**src/rtl/mem_arb_pkg.sv**
```systemverilog
// Shared types and constants for the main-memory read/write arbiter.
//   arb_state_e  : arbiter state (IDLE = free round-robin, HOLD = stalled
//                  beat pinned, LOCK = multi-beat ownership)
//   MEM_AW/MEM_DW: default memory address / data widths
//   REQ_*        : requester index assignment (lower index = higher
//                  initial round-robin priority)
package mem_arb_pkg;

    typedef enum logic [1:0] {
        IDLE = 2'd0,
        HOLD = 2'd1,
        LOCK = 2'd2
    } arb_state_e;

    localparam int MEM_AW = 8;
    localparam int MEM_DW = 16;

    localparam int REQ_CORE     = 0;
    localparam int REQ_PANEL    = 1;
    localparam int REQ_READBACK = 2;

endpackage

```
**src/rtl/mem_rw_arb_rr_pick.sv**
```systemverilog
// Combinational round-robin one-hot picker.
//   req   : request vector
//   ptr   : index with the highest priority this cycle (must be < NREQ)
//   grant : one-hot of the first set request at or above ptr, wrapping
//           from NREQ-1 back to 0; all-zero when req is zero
module rr_pick #(
    parameter int NREQ = 3,
    parameter int IDW  = (NREQ > 1) ? $clog2(NREQ) : 1
) (
    input  logic [NREQ-1:0] req,
    input  logic [IDW-1:0]  ptr,
    output logic [NREQ-1:0] grant
);

    always_comb begin
        int   idx;
        logic found;
        grant = '0;
        found = 1'b0;
        idx   = 0;
        // Walk the requesters in priority order starting at ptr; the
        // modulo is done by explicit subtraction since NREQ need not be
        // a power of two.
        for (int k = 0; k < NREQ; k++) begin
            idx = int'(ptr) + k;
            if (idx >= NREQ) begin
                idx = idx - NREQ;
            end
            for (int i = 0; i < NREQ; i++) begin
                if (!found && (idx == i) && req[i]) begin
                    grant[i] = 1'b1;
                    found    = 1'b1;
                end
            end
        end
    end

endmodule

```
**src/rtl/mem_rw_arb.sv**
```systemverilog
// Main-memory port arbiter: shares one read/write memory port among NREQ
// requesters (core, front-panel load/look, halt/in-wait PC readback).
//   clk_i, rst_ni         : clock, asynchronous active-low reset
//   req_val/wen/lock_i    : per-requester request valid, write enable, and
//                           "keep the grant after this beat"
//   req_addr_i/wdata_i    : packed per-requester address / write data
//   req_rdy_o             : accept, high for the granted requester when the
//                           memory is ready
//   rsp_val_o/rsp_rdata_o : one-cycle read-data pulse to the issuer, with
//                           the memory read data broadcast to all
//   grant_o               : one-hot current grant (zero when idle)
//   m_*                   : memory request port; read data arrives the
//                           cycle after an accepted read
module mem_rw_arb
    import mem_arb_pkg::*;
#(
    parameter int NREQ = 3,
    parameter int AW   = MEM_AW,
    parameter int DW   = MEM_DW
) (
    input  logic             clk_i,
    input  logic             rst_ni,
    input  logic [NREQ-1:0]  req_val_i,
    output logic [NREQ-1:0]  req_rdy_o,
    input  logic [NREQ-1:0]  req_wen_i,
    input  logic [NREQ-1:0]  req_lock_i,
    input  logic [NREQ*AW-1:0] req_addr_i,
    input  logic [NREQ*DW-1:0] req_wdata_i,
    output logic [NREQ-1:0]  rsp_val_o,
    output logic [DW-1:0]    rsp_rdata_o,
    output logic [NREQ-1:0]  grant_o,
    output logic             m_val_o,
    output logic             m_wen_o,
    output logic [AW-1:0]    m_addr_o,
    output logic [DW-1:0]    m_wdata_o,
    input  logic             m_rdy_i,
    input  logic [DW-1:0]    m_rdata_i
);

    localparam int IDW = (NREQ > 1) ? $clog2(NREQ) : 1;

    arb_state_e     state_reg, state_next;
    logic [IDW-1:0] ptr_reg, ptr_next;
    logic [IDW-1:0] hold_id_reg, hold_id_next;
    logic [IDW-1:0] rsp_id_reg;
    logic           rsp_pend_reg;

    logic [NREQ-1:0] rr_grant;
    logic [NREQ-1:0] hold_onehot;
    logic [NREQ-1:0] rsp_onehot;
    logic [AW-1:0]   addr_arr  [NREQ];
    logic [DW-1:0]   wdata_arr [NREQ];
    logic [IDW-1:0]  g_idx;
    logic            lock_g;
    logic            accept;

    // Increment with explicit wrap at NREQ-1.
    function automatic logic [IDW-1:0] next_idx(input logic [IDW-1:0] idx);
        if (int'(idx) == NREQ - 1) begin
            return '0;
        end
        return idx + IDW'(1);
    endfunction

    rr_pick #(
        .NREQ (NREQ),
        .IDW  (IDW)
    ) u_rr_pick (
        .req   (req_val_i),
        .ptr   (ptr_reg),
        .grant (rr_grant)
    );

    generate
        for (genvar gi = 0; gi < NREQ; gi++) begin : g_req
            assign addr_arr[gi]    = req_addr_i[gi*AW +: AW];
            assign wdata_arr[gi]   = req_wdata_i[gi*DW +: DW];
            assign hold_onehot[gi] = (hold_id_reg == IDW'(gi));
            assign rsp_onehot[gi]  = rsp_pend_reg && (rsp_id_reg == IDW'(gi));
        end
    endgenerate

    // Outside IDLE the grant is pinned so a stalled or locked beat keeps
    // its address/data stable whatever else starts requesting.
    assign grant_o   = (state_reg == IDLE) ? rr_grant : hold_onehot;
    assign m_val_o   = |(grant_o & req_val_i);
    assign req_rdy_o = grant_o & {NREQ{m_rdy_i}};
    assign lock_g    = |(grant_o & req_lock_i);
    assign accept    = m_val_o & m_rdy_i;

    // One-hot mux of the granted requester onto the memory port.
    always_comb begin
        m_wen_o   = 1'b0;
        m_addr_o  = '0;
        m_wdata_o = '0;
        g_idx     = '0;
        for (int i = 0; i < NREQ; i++) begin
            if (grant_o[i]) begin
                m_wen_o   = req_wen_i[i];
                m_addr_o  = addr_arr[i];
                m_wdata_o = wdata_arr[i];
                g_idx     = IDW'(i);
            end
        end
    end

    always_comb begin
        state_next   = state_reg;
        ptr_next     = ptr_reg;
        hold_id_next = hold_id_reg;
        case (state_reg)
            IDLE: begin
                if (m_val_o) begin
                    hold_id_next = g_idx;
                    if (!m_rdy_i) begin
                        state_next = HOLD;
                    end else if (lock_g) begin
                        // Pointer advances only when the locked run ends.
                        state_next = LOCK;
                    end else begin
                        ptr_next = next_idx(g_idx);
                    end
                end
            end
            HOLD: begin
                if (!m_val_o) begin
                    // Requester withdrew a stalled beat; release rather
                    // than wait forever.
                    state_next = IDLE;
                end else if (m_rdy_i) begin
                    ptr_next   = next_idx(hold_id_reg);
                    state_next = lock_g ? LOCK : IDLE;
                end
            end
            LOCK: begin
                if (accept && !lock_g) begin
                    state_next = IDLE;
                    ptr_next   = next_idx(hold_id_reg);
                end else if (!m_val_o && !lock_g) begin
                    state_next = IDLE;
                end
            end
            default: begin
                state_next = IDLE;
            end
        endcase
    end

    always_ff @(posedge clk_i or negedge rst_ni) begin
        if (!rst_ni) begin
            state_reg    <= IDLE;
            ptr_reg      <= '0;
            hold_id_reg  <= '0;
            rsp_pend_reg <= 1'b0;
            rsp_id_reg   <= '0;
        end else begin
            state_reg    <= state_next;
            ptr_reg      <= ptr_next;
            hold_id_reg  <= hold_id_next;
            rsp_pend_reg <= accept & ~m_wen_o;
            rsp_id_reg   <= g_idx;
        end
    end

    // Read data is not registered here: the memory already returns it one
    // cycle after the accept, aligned with rsp_pend_reg.
    assign rsp_val_o   = rsp_onehot;
    assign rsp_rdata_o = m_rdata_i;

    always_ff @(posedge clk_i) begin
        if (rst_ni) begin
            assert ($onehot0(grant_o));
        end
    end

endmodule
```
**config.mk**
```make
export PLATFORM = sky130hd
export DESIGN_NAME = mem_rw_arb
export DESIGN_NICKNAME = d
export VERILOG_FILES = /design/src/rtl/mem_arb_pkg.sv /design/src/rtl/mem_rw_arb_rr_pick.sv /design/src/rtl/mem_rw_arb.sv
export SDC_FILE = /design/constraint.sdc
export NUM_CORES = 1
export LEC_CHECK = 0
export BUFFER_PORTS_ARGS = -buffer_cell sky130_fd_sc_hd__buf_2
export CAP_MARGIN = 40
export CORE_AREA = 2 2 58 71
export CTS_BUF_LIST = sky130_fd_sc_hd__clkbuf_16
export DETAILED_ROUTE_END_ITERATION = 8
export DIE_AREA = 0 0 60 73
export GPL_TIMING_DRIVEN = 0
export PLACE_DENSITY = 0.92
export SYNTH_ARGS = -nofsm -noshare
export SYNTH_HDL_FRONTEND = slang
export SYNTH_SLANG_ARGS = --single-unit
export TNS_END_PERCENT = 20
```
**constraint.sdc**
```tcl
create_clock -name clk_i -period 3.9 [get_ports clk_i]
set_clock_uncertainty 0.1 [all_clocks]
set_input_delay 0.39 -clock clk_i [delete_from_list [all_inputs] [get_ports clk_i]]
set_output_delay 0.39 -clock clk_i [all_outputs]
set_load 0.01 [all_outputs]
```
## Yosys cells after proc, flatten, opt, wreduce, memory -nomap -nowiden

Cells that the tools add are included.

- Memory bits (writable): 0
- Latch bits: 0
- Output and inout bits: 51
- Logic and storage cells: 151
- ROM bits: 0
- Register bits: 9
- Memories: 0
- Input port bits: 100

- Muxes and demuxes: 63
- Reduce and logical (&&, ||, !) cells: 44
- Equality and inequality tests: 23
- $lt $le $gt $ge: 3
- Bitwise gates (word level): 6
- Shift-type cells: 0
- Divide/modulo/power cells: 0
- $add $sub $neg: 7
- Multiply operators: 0

Operators by type and width:

| kind | count |
|---|---|
| $eq A32 B2 Y1 const B | 3 |
| $eq A32 B3 Y1 const B | 3 |
| $logic_not A32 Y1 | 3 |
| $mux W32 | 3 |
| $ge A32 B3 Y1 const B | 2 |
| $sub A32 B3 Y32 const B | 2 |
| $mux W16 | 3 |
| $mux W2 | 20 |
| $mux W1 | 31 |
| $mux W8 | 3 |
| $logic_and A1 B1 Y1 | 22 |
| $ne A2 B2 Y1 const B | 6 |
| $pmux W2 S3 | 2 |
| $eq A2 B2 Y1 const B | 5 |
| $logic_not A1 Y1 | 10 |
| $and A3 B3 Y3 | 3 |
| $ne A3 B3 Y1 const B | 3 |
| $reduce_and A7 Y1 | 1 |
| $eq A2 B1 Y1 const B | 3 |
| $logic_not A2 Y1 | 3 |
| $reduce_or A3 Y1 | 2 |
| $add A2 B1 Y2 const B | 2 |
| $reduce_and A4 Y1 | 1 |
| $add A2 B1 Y3 const B | 1 |
| other kinds (8) | 9 |

## Logic depth before layout (Yosys ltp)

Gate-level depths: netlist of the first run.

- Word-level depth: 51
- Mapped depth: 10
- Mapped depth without buffers: 8

## Cells and area by module

A second synthesis of the first run with hierarchy kept.

- Cell total of the unflattened synthesis: 193
- Area total of the unflattened synthesis: 1,506.4 µm²

By module, submodules not included:

| module | cells each | times used | area an instance (µm²) |
|---|---|---|---|
| mem_rw_arb | 177 | 1 | 1,390.1 |
| rr_pick | 16 | 1 | 116.4 |

## Least setup slack after synthesis of the first run

OpenSTA, ideal clock, no wires.

- Path type: register to output
- Start point: register ptr_reg[0]
- End point: output port m_addr_o[2]
- Stages on the path, launching flop included: 9
- Arrival time: 1.975 ns
- Buffers on the path: 1
- Slack: 1.435 ns
- Required time: 3.410 ns
- Cells stage by stage: dfrtp_1 -> inv_1 -> ha_1 -> o21ba_1 -> o2111ai_1 -> nand2_1 -> clkbuf_1 -> a222oi_1 -> inv_1

- Cells in the longest elaborated chain, start to end: 39
- Elaborated cells on any way between the ends: 65
- Classes of those cells: add/sub (5); order compare (3); eq/ne (6); mux (23); reduce/logical (28)

RTL lines:

| element | RTL line | source |
|---|---|---|
| start: declaration | mem_rw_arb.sv:43 | `logic [IDW-1:0] ptr_reg, ptr_next;` |
| start signal: assignment | mem_rw_arb.sv:158 | `ptr_reg <= ptr_next;` |
| branches (longest 37 deep; another with $sub A32 B3 Y32) | - |  |
| $mux W3 (*) | mem_rw_arb.sv:85 | `assign grant_o = (state_reg == IDLE) ? rr_grant : hold_onehot;` |
| $mux W8 (*) | mem_rw_arb.sv:98 | `if (grant_o[i]) begin` |
| end: declaration | mem_rw_arb.sv:34 | `output logic [AW-1:0] m_addr_o,` |

Every way passes the cells marked *.

## Worst setup path after layout of the first run

- Start point: register ptr_reg[0]
- End point: output port m_wdata_o[1]

- Cells in the longest elaborated chain, start to end: 39
- Elaborated cells on any way between the ends: 65
- Classes of those cells: add/sub (5); order compare (3); eq/ne (6); mux (23); reduce/logical (28)

RTL lines:

| element | RTL line | source |
|---|---|---|
| branches (longest 37 deep; another with $sub A32 B3 Y32) | - |  |
| $mux W3 (*) | mem_rw_arb.sv:85 |  |
| $mux W16 (*) | mem_rw_arb.sv:98 |  |
| end: declaration | mem_rw_arb.sv:35 | `output logic [DW-1:0] m_wdata_o,` |

Marks and branches as above.

==> results of run 1 <==
## power by group through the flow
| stage | Sequential (W) | Clock, W | Combinational, W |
|---|---|---|---|
| 2_1_floorplan | 0.000161 | 0 | 0.000945 |
| 3_3_place_gp | 0.000167 | 0 | 0.00138 |
| 3_5_place_dp | 0.000169 | 0 | 0.00140 |
| 4_1_cts | 0.000170 | 0.000184 | 0.00141 |
| 5_1_grt | 0.000174 | 0.000190 | 0.00155 |
| 6_report | 0.000171 | 0.000180 | 0.00141 |
## metrics by stage
step	std cells	total power (W)	area (sq um)	utilization	hold slack, ns
4_1_cts	357	0.00177	2110	0.557	0.350
2_1_floorplan	164	0.00111	1280	-	-0.00559
5_1_grt	357	0.00192	2110	0.557	0.363
6_report	358	0.00176	2110	0.558	0.347
3_3_place_gp	352	0.00155	2020	0.534	0.156
3_5_place_dp	352	0.00157	2020	0.534	0.162
## Yosys cell counts
| master | instances |
|---|---|
| o21ai_2 | 1 |
| nand3b_1 | 1 |
| o32ai_1 | 1 |
| dfrtp_1 | 9 |
| o31a_1 | 1 |
| nand3_1 | 3 |
| o21ai_0 | 4 |
| a221oi_1 | 1 |
| mux2_2 | 1 |
| nor3_1 | 2 |
| inv_1 | 32 |
| a21boi_1 | 1 |
| nor2b_1 | 1 |
| and3b_1 | 2 |
| o2111ai_1 | 1 |
| o211ai_1 | 1 |
| and2_1 | 3 |
| o21ba_1 | 2 |
| buf_2 | 2 |
| o21bai_1 | 1 |
| a32o_1 | 1 |
| ha_1 | 6 |
| mux2i_1 | 3 |
| nor3_2 | 1 |
| a31oi_1 | 1 |
| a221o_2 | 1 |
| a31oi_2 | 1 |
| nand2_1 | 12 |
| a2111o_1 | 1 |
| nor2_1 | 7 |
| inv_2 | 1 |
| a21oi_1 | 2 |
| buf_1 | 2 |
| nand4_1 | 1 |
| clkbuf_1 | 4 |
| nor3b_1 | 1 |
| a222oi_1 | 25 |
| buf_4 | 18 |
| o2bb2ai_1 | 1 |
| nand2b_1 | 4 |
| a221oi_4 | 1 |
## how the worst min path moves through the flow
stage / from / to / cells past startpoint / slack, ns
after global routing: req_wen_i[0] / rsp_pend_reg / 4 / 0.36
after floorplan: rst_ni / hold_id_reg[0] / 0 / -0.006
final: req_wen_i[0] / rsp_pend_reg / 4 / 0.35
after detailed placement: rst_ni / rsp_id_reg[1] / 1 / 0.16
after global placement: rst_ni / rsp_id_reg[0] / 1 / 0.16
after CTS: req_wen_i[0] / rsp_pend_reg / 4 / 0.35
## metal layers
metal	vias up	wire length [um]
met1	835	1800
met5	-	0
li1	879	-
met2	126	2470
met3	7	535
met4	0	57
## cell families after synthesis
family,after synthesis,synth area share
mux,4,0.0322
simple gates,38,0.152
fa+ha+maj,6,0.0586
flops,9,0.176
buf+inv,59,0.228
compound gates,48,0.354
## final cells by class
cell class | instances | area [sq um]
multi-input cells | 96 | 764
diodes | 1 | 2.50
flip-flops and latches | 9 | 225
repair buffers | 135 | 681
inverters | 33 | 124
well taps | 54 | 67.6
fillers | 365 | 1670
plain buffers | 26 | 168
clock inverters | 1 | 3.75
clock buffers | 3 | 75.1
## worst max-delay path: stages, from the launching register on
cell       delay (ns)
dfrtp_1          0.34
inv_1            0.06
ha_1             0.34
o21ba_1          0.19
o2111ai_1        0.32
nand2_1          0.35
clkbuf_1         0.34
a222oi_1         0.35
inv_1            0.06
buf_2            0.14
==> summary.txt, run 1 <==
status: finished clean
Net count, final: 410
Final TNS setup: 0 ns
register bit total from synthesis: 9
VDD IR max: 0.302 mV
Setup Viol. Count Final: 0
HPWL Detailed: 3.90 mm
hold crit path type: input pin to register
commonest non-fill, non-tap cell in the layout: buf_2
Pwr Density: 836 nW/um^2
Max Fclk: 309 MHz
critical path arrival: 2.74 ns
FF-to-FF setup slack: 1.36 ns
synthesized area: 1280 sq um
wire per inst: 13.6 um
type of the worst setup path: register to primary output
routed wire length: 4.86 mm
Vias/cell: 5.16
initial core utilization: 0.339
actual slew at the worst max-slew pin: 0.525 ns
met3 Use GR: 0.0443
clock power share: 0.102
TritonCTS clock tree: done
ratio of final minimum period to clock period: 0.829
DRT iter0 DRCs: 171
via count: 1847
Max FO, Critical Path: 11
post_cts resized: 0
PortBufs: 134
area leader, netlist: a222oi_1
Unique masters post-synth: 41
Layout area overhead: 64.7%
total number of yosys warnings: 0
reg2reg end: ptr_reg[1]
IO Pins: 151
largest net degree at the start of global routing: 12
Worst-path clk slew: 0.04 ns
Sequential Power Share: 0.097
largest cells by area after synthesis: a222oi_1 20%, dfrtp_1 18%, buf_4 11%
most frequent cells in the layout: 136 x buf_2, 33 x inv_1, 25 x a222oi_1
Clock Tree Root: clkbuf_16
Congestion Overflow GR: 0
Synth Instances: 164
Detail Route Antenna Nets: 0
Worst Setup Start Kind: register
overall routing resource usage: 0.214
switching part of the total power: 0.506
Syn Area/Cell: 7.81 sq um
Final Max Slew Viols: 0
CTS Hold Bufs: 1
Lkg Pwr: 1.32 nW
Logic pwr share: 0.802
Final Wtd Congestion: 0.884
CTS max path bufs: 2
Max transition margin: 0.650
number of global-route vias before repair: 1619
TritonCTS Buffers: 3
Fin. Hold Viols: 0
met1 usage: 0.251
Die Y: 73 um
number of max-cap violations: 0
die area: 4380 sq um
Critical Path RT: 3.41 ns
CP endpoint kind: primary output
Residual DRC: 0
Pint: 0.000872 W
post-synth net total: 270
RSZ-0062 raised after global routing: no
proportion of layout cells with a drive suffix above 1: 0.541
Die Width: 60 um
clock sink total: 9
reg2reg start: ptr_reg[0]
Post-Place Setup Slack: 0.952 ns
GRT busiest layer: met2
num rows: 25
post-CTS setup buffers: 0
drt pass-1 iters: 7
sw power: 0.000893 W
final setup margin: 0.667 ns
antenna violations before repair: 1
grt met2 use: 0.378
crit path launch: ptr_reg[0]
H-tree depth: 1
area fraction of the dominant cell type after synthesis: 0.195
first-pass GRT wire length: 7.18 mm
FF-to-FF path depth: 8
Clock Latency Late Sink: 0.24 ns
shortest period the worst path allows: 3.23 ns
Worst Setup EP: m_wdata_o[1]
sequential-to-total area share from yosys stat: 0.176
Placeable Area: 3780 sq um
Power figures use the tool's default switching activity.
==> run 2, diff against run 1 <==
ABC_AREA = 1   (was default)
CORE_AREA = 2 2 62 76   (was 2 2 58 71)
DIE_AREA = 0 0 64 78   (was 0 0 60 73)
PLACE_DENSITY = 0.87   (was 0.92)
clock period = 3.1 ns   (was 3.9 ns; I/O delays follow)
==> run 2 against run 1 <==
Compared with the run above:
- flip-flop and latch count unchanged
- global-route usage decreased by 1.1 points
- first-iteration DRC count decreased by 50%
- critical path depth increased by 4
- clock-buffer cell count unchanged
- non-clock buffer count increased by 4
- sequential share of layout area decreased by 1.2 points
- register-to-register slack got worse by 0.80 ns
- die area increased by 14%
- via count increased by 15%
- critical path type unchanged
- critical endpoint is now m_wdata_o[7]
- largest cell class is now multi-input combinational cells
- largest power group unchanged
==> summary.txt, run 2 <==
hold crit path type: input pin to register
clock power share: 0.084
HPWL Detailed: 4.32 mm
TritonCTS clock tree: done
worst path cell trace: inv_1 > ha_1 > nand2_1 > nand2_1 > inv_1 > o21ai_1 > nor2_1 > nand4_1 > a21boi_4 > clkbuf_4 > nand2_1 > nand3_1 > buf_2
clock sink total: 9
CTS max path bufs: 2
Synth async-reset ratio: 1.00
number of max-cap violations: 0
hold depth: 4
Unique masters post-synth: 30
reg2reg start: ptr_reg[0]
most frequent cells in the layout: 136 x buf_2, 108 x nand2_1, 42 x nand3_1
post-synth net total: 366
Max FO, Critical Path: 10
antenna cells: 0
area fraction of the dominant cell type after synthesis: 0.276
type of the worst setup path: register to primary output
synthesized area: 1470 sq um
Clock Latency Late Sink: 0.23 ns
critical path arrival: 2.50 ns
register bit total from synthesis: 9
area of the multi-input gates: 993 sq um
Layout area overhead: 61.3%
Worst Setup Start Kind: register
Filler cells: 434
FF-to-FF path depth: 18
Clock Tree Root: clkbuf_16
Die Y: 78 um
via count: 2118
commonest non-fill, non-tap cell in the layout: buf_2
Crit path largest cell delay: 0.38 ns
Synth Area in Simple Gates: 0.552
Lkg Pwr: 1.46 nW
sequential-to-total area share from yosys stat: 0.153
Setup Viol. Count Final: 0
switching part of the total power: 0.531
crit path max-delay cell type: dfrtp_1
largest family of logic cells by synthesized area: simple AND/OR/NAND/NOR gates
Pwr Density: 1110 nW/um^2
IO Pins: 151
Net count, final: 512
Placeable Area: 4200 sq um
Vias/cell: 4.59
proportion of layout cells with a drive suffix above 1: 0.472
total power: 0.00263 W
compound-cell area share of the yosys netlist: 0.0646
Max transition margin: 0.754
total number of yosys warnings: 0
die area: 4990 sq um
count leader, synth: nand2_1
reg2reg end: ptr_reg[1]
Fin. Hold Viols: 0
Congestion Overflow GR: 0
Post-synth EDFFs: 0
wire per inst: 11.3 um
Worst-path clk slew: 0.04 ns
overall routing resource usage: 0.203
sw power: 0.00140 W
CP endpoint kind: primary output
Detail Route Antenna Nets: 0
Sequential Power Share: 0.083
most used cell, CP: nand2_1
largest cells by area after synthesis: nand2_1 28%, dfrtp_1 15%, nand3_1 14%
VDD IR max: 0.483 mV
Post-Synth XOR/XNOR Area: 0
Post-synth top flop: dfrtp_1
Hold Path End: rsp_pend_reg
Final TNS setup: 0 ns
largest net degree at the start of global routing: 12
Seq. cell area: 225 sq um
commonest cells in the netlist: 108 x nand2_1, 42 x nand3_1, 19 x inv_1
Residual DRC: 0
first-pass GRT wire length: 8.12 mm
PortBufs: 134
initial core utilization: 0.351
Pint: 0.00123 W
actual slew at the worst max-slew pin: 0.365 ns
shortest period the worst path allows: 2.91 ns
area leader, netlist: nand2_1
routed wire length: 5.22 mm
Synth Area in Adders: 0.0510
Max Fclk: 344 MHz
mux contribution to synthesized area: 0
Final Max Slew Viols: 0
Die Width: 64 um
status: finished clean
num rows: 26
ratio of final minimum period to clock period: 0.938
Synth Instances: 260
Final Wtd Congestion: 0.955
TritonCTS Buffers: 3
hold wc startpoint: req_wen_i[2]
Logic pwr share: 0.833
CP delay by family, top: simple AND/OR/NAND/NOR gates
Syn Area/Cell: 5.66 sq um
DRT iter0 DRCs: 86
H-tree depth: 1
WP buf/inv: 4
drt pass-1 iters: 4
number of global-route vias before repair: 1958
antenna violations before repair: 0
FF-to-FF setup slack: 0.56 ns
Critical Path RT: 2.69 ns
-- run 2: cell types whose count changed in the layout (fill, tap and decap cells not counted), sizes merged, moves of 4 or more --
| cell | change |
|---|---|
| a222oi | -25 |
| buf | +6 |
| inv | -8 |
| nand2 | +106 |
| nand2b | -4 |
| nand3 | +39 |
| nor2 | +6 |
-- run 2: worst max-delay path by stage --
stage               start           end  depth (start not counted)
6_report       ptr_reg[0]  m_wdata_o[7]                         13
4_1_cts        ptr_reg[0]  m_wdata_o[7]                         13
3_5_place_dp   ptr_reg[0]  m_wdata_o[9]                         13
5_1_grt        ptr_reg[0]  m_wdata_o[8]                         13
3_3_place_gp   ptr_reg[0]  m_wdata_o[9]                         13
2_1_floorplan  ptr_reg[0]   m_addr_o[2]                         12
-- run 2: worst register-to-register path, delay by kind of cell, from the launching register on --
family	cells	cell delay (ns)
simple gates	13	1.37
flops	1	0.38
fa+ha+maj	1	0.34
buf+inv	3	0.18
compound gates	1	0.06
-- run 2: routing by layer --
metal / track usage / share of wire
met1: 0.239 / 0.38
met2: 0.371 / 0.50
met3: 0.0159 / 0.095
met4: 0.0870 / 0.027
met5: 0 / 0
-- run 2: final cells by class --
cell class | count | area share
inverter | 26 | 0.0427
clock buffer | 3 | 0.0316
timing repair buffer | 141 | 0.306
clock inverter | 1 | 0.00158
sequential | 9 | 0.0949
buffer | 24 | 0.0754
tap | 56 | 0.0295
multi-input combinational | 201 | 0.419
-- run 2: logic make-up after synthesis --
logic type,count (synthesis)
DFF,9
and+or+nand+nor,181
buffers and inverters,50
adders and majority gates,6
AOI/OAI and AO/OA,14
-- run 2: what timing repair did --
| item | 4_1_cts | 5_1_grt |
|---|---|---|
| resized for setup | 1 | 13 |
| pin swaps | 0 | 1 |
| hold buffers | 1 | 0 |
| endpoints found under the hold margin | 9 | 0 |
| setup buffers | 0 | 6 |
| endpoints found under the setup margin | 19 | 19 |
-- run 2: power groups by stage --
| stage | Clock (W) | Sequential (W) | Combinational, W |
|---|---|---|---|
| after floorplan | 0 | 0.000205 | 0.00139 |
| after global placement | 0 | 0.000213 | 0.00200 |
| after detailed placement | 0 | 0.000216 | 0.00204 |
| after CTS | 0.000225 | 0.000216 | 0.00207 |
| after global routing | 0.000233 | 0.000225 | 0.00246 |
| final | 0.000222 | 0.000218 | 0.00219 |
-- run 2: metrics by stage --
stage | std cells | utilization | cell area, sq um | hold slack [ns] | worst slack, ns
after global routing | 461 | 0.566 | 2370 | 0.283 | -0.0167
after CTS | 455 | 0.550 | 2310 | 0.262 | 0.0172
after floorplan | 260 | - | 1470 | -0.0856 | 0.694
after detailed placement | 450 | 0.527 | 2210 | 0.0668 | 0.217
final | 461 | 0.566 | 2370 | 0.260 | 0.193
after global placement | 450 | 0.527 | 2210 | 0.0653 | 0.269
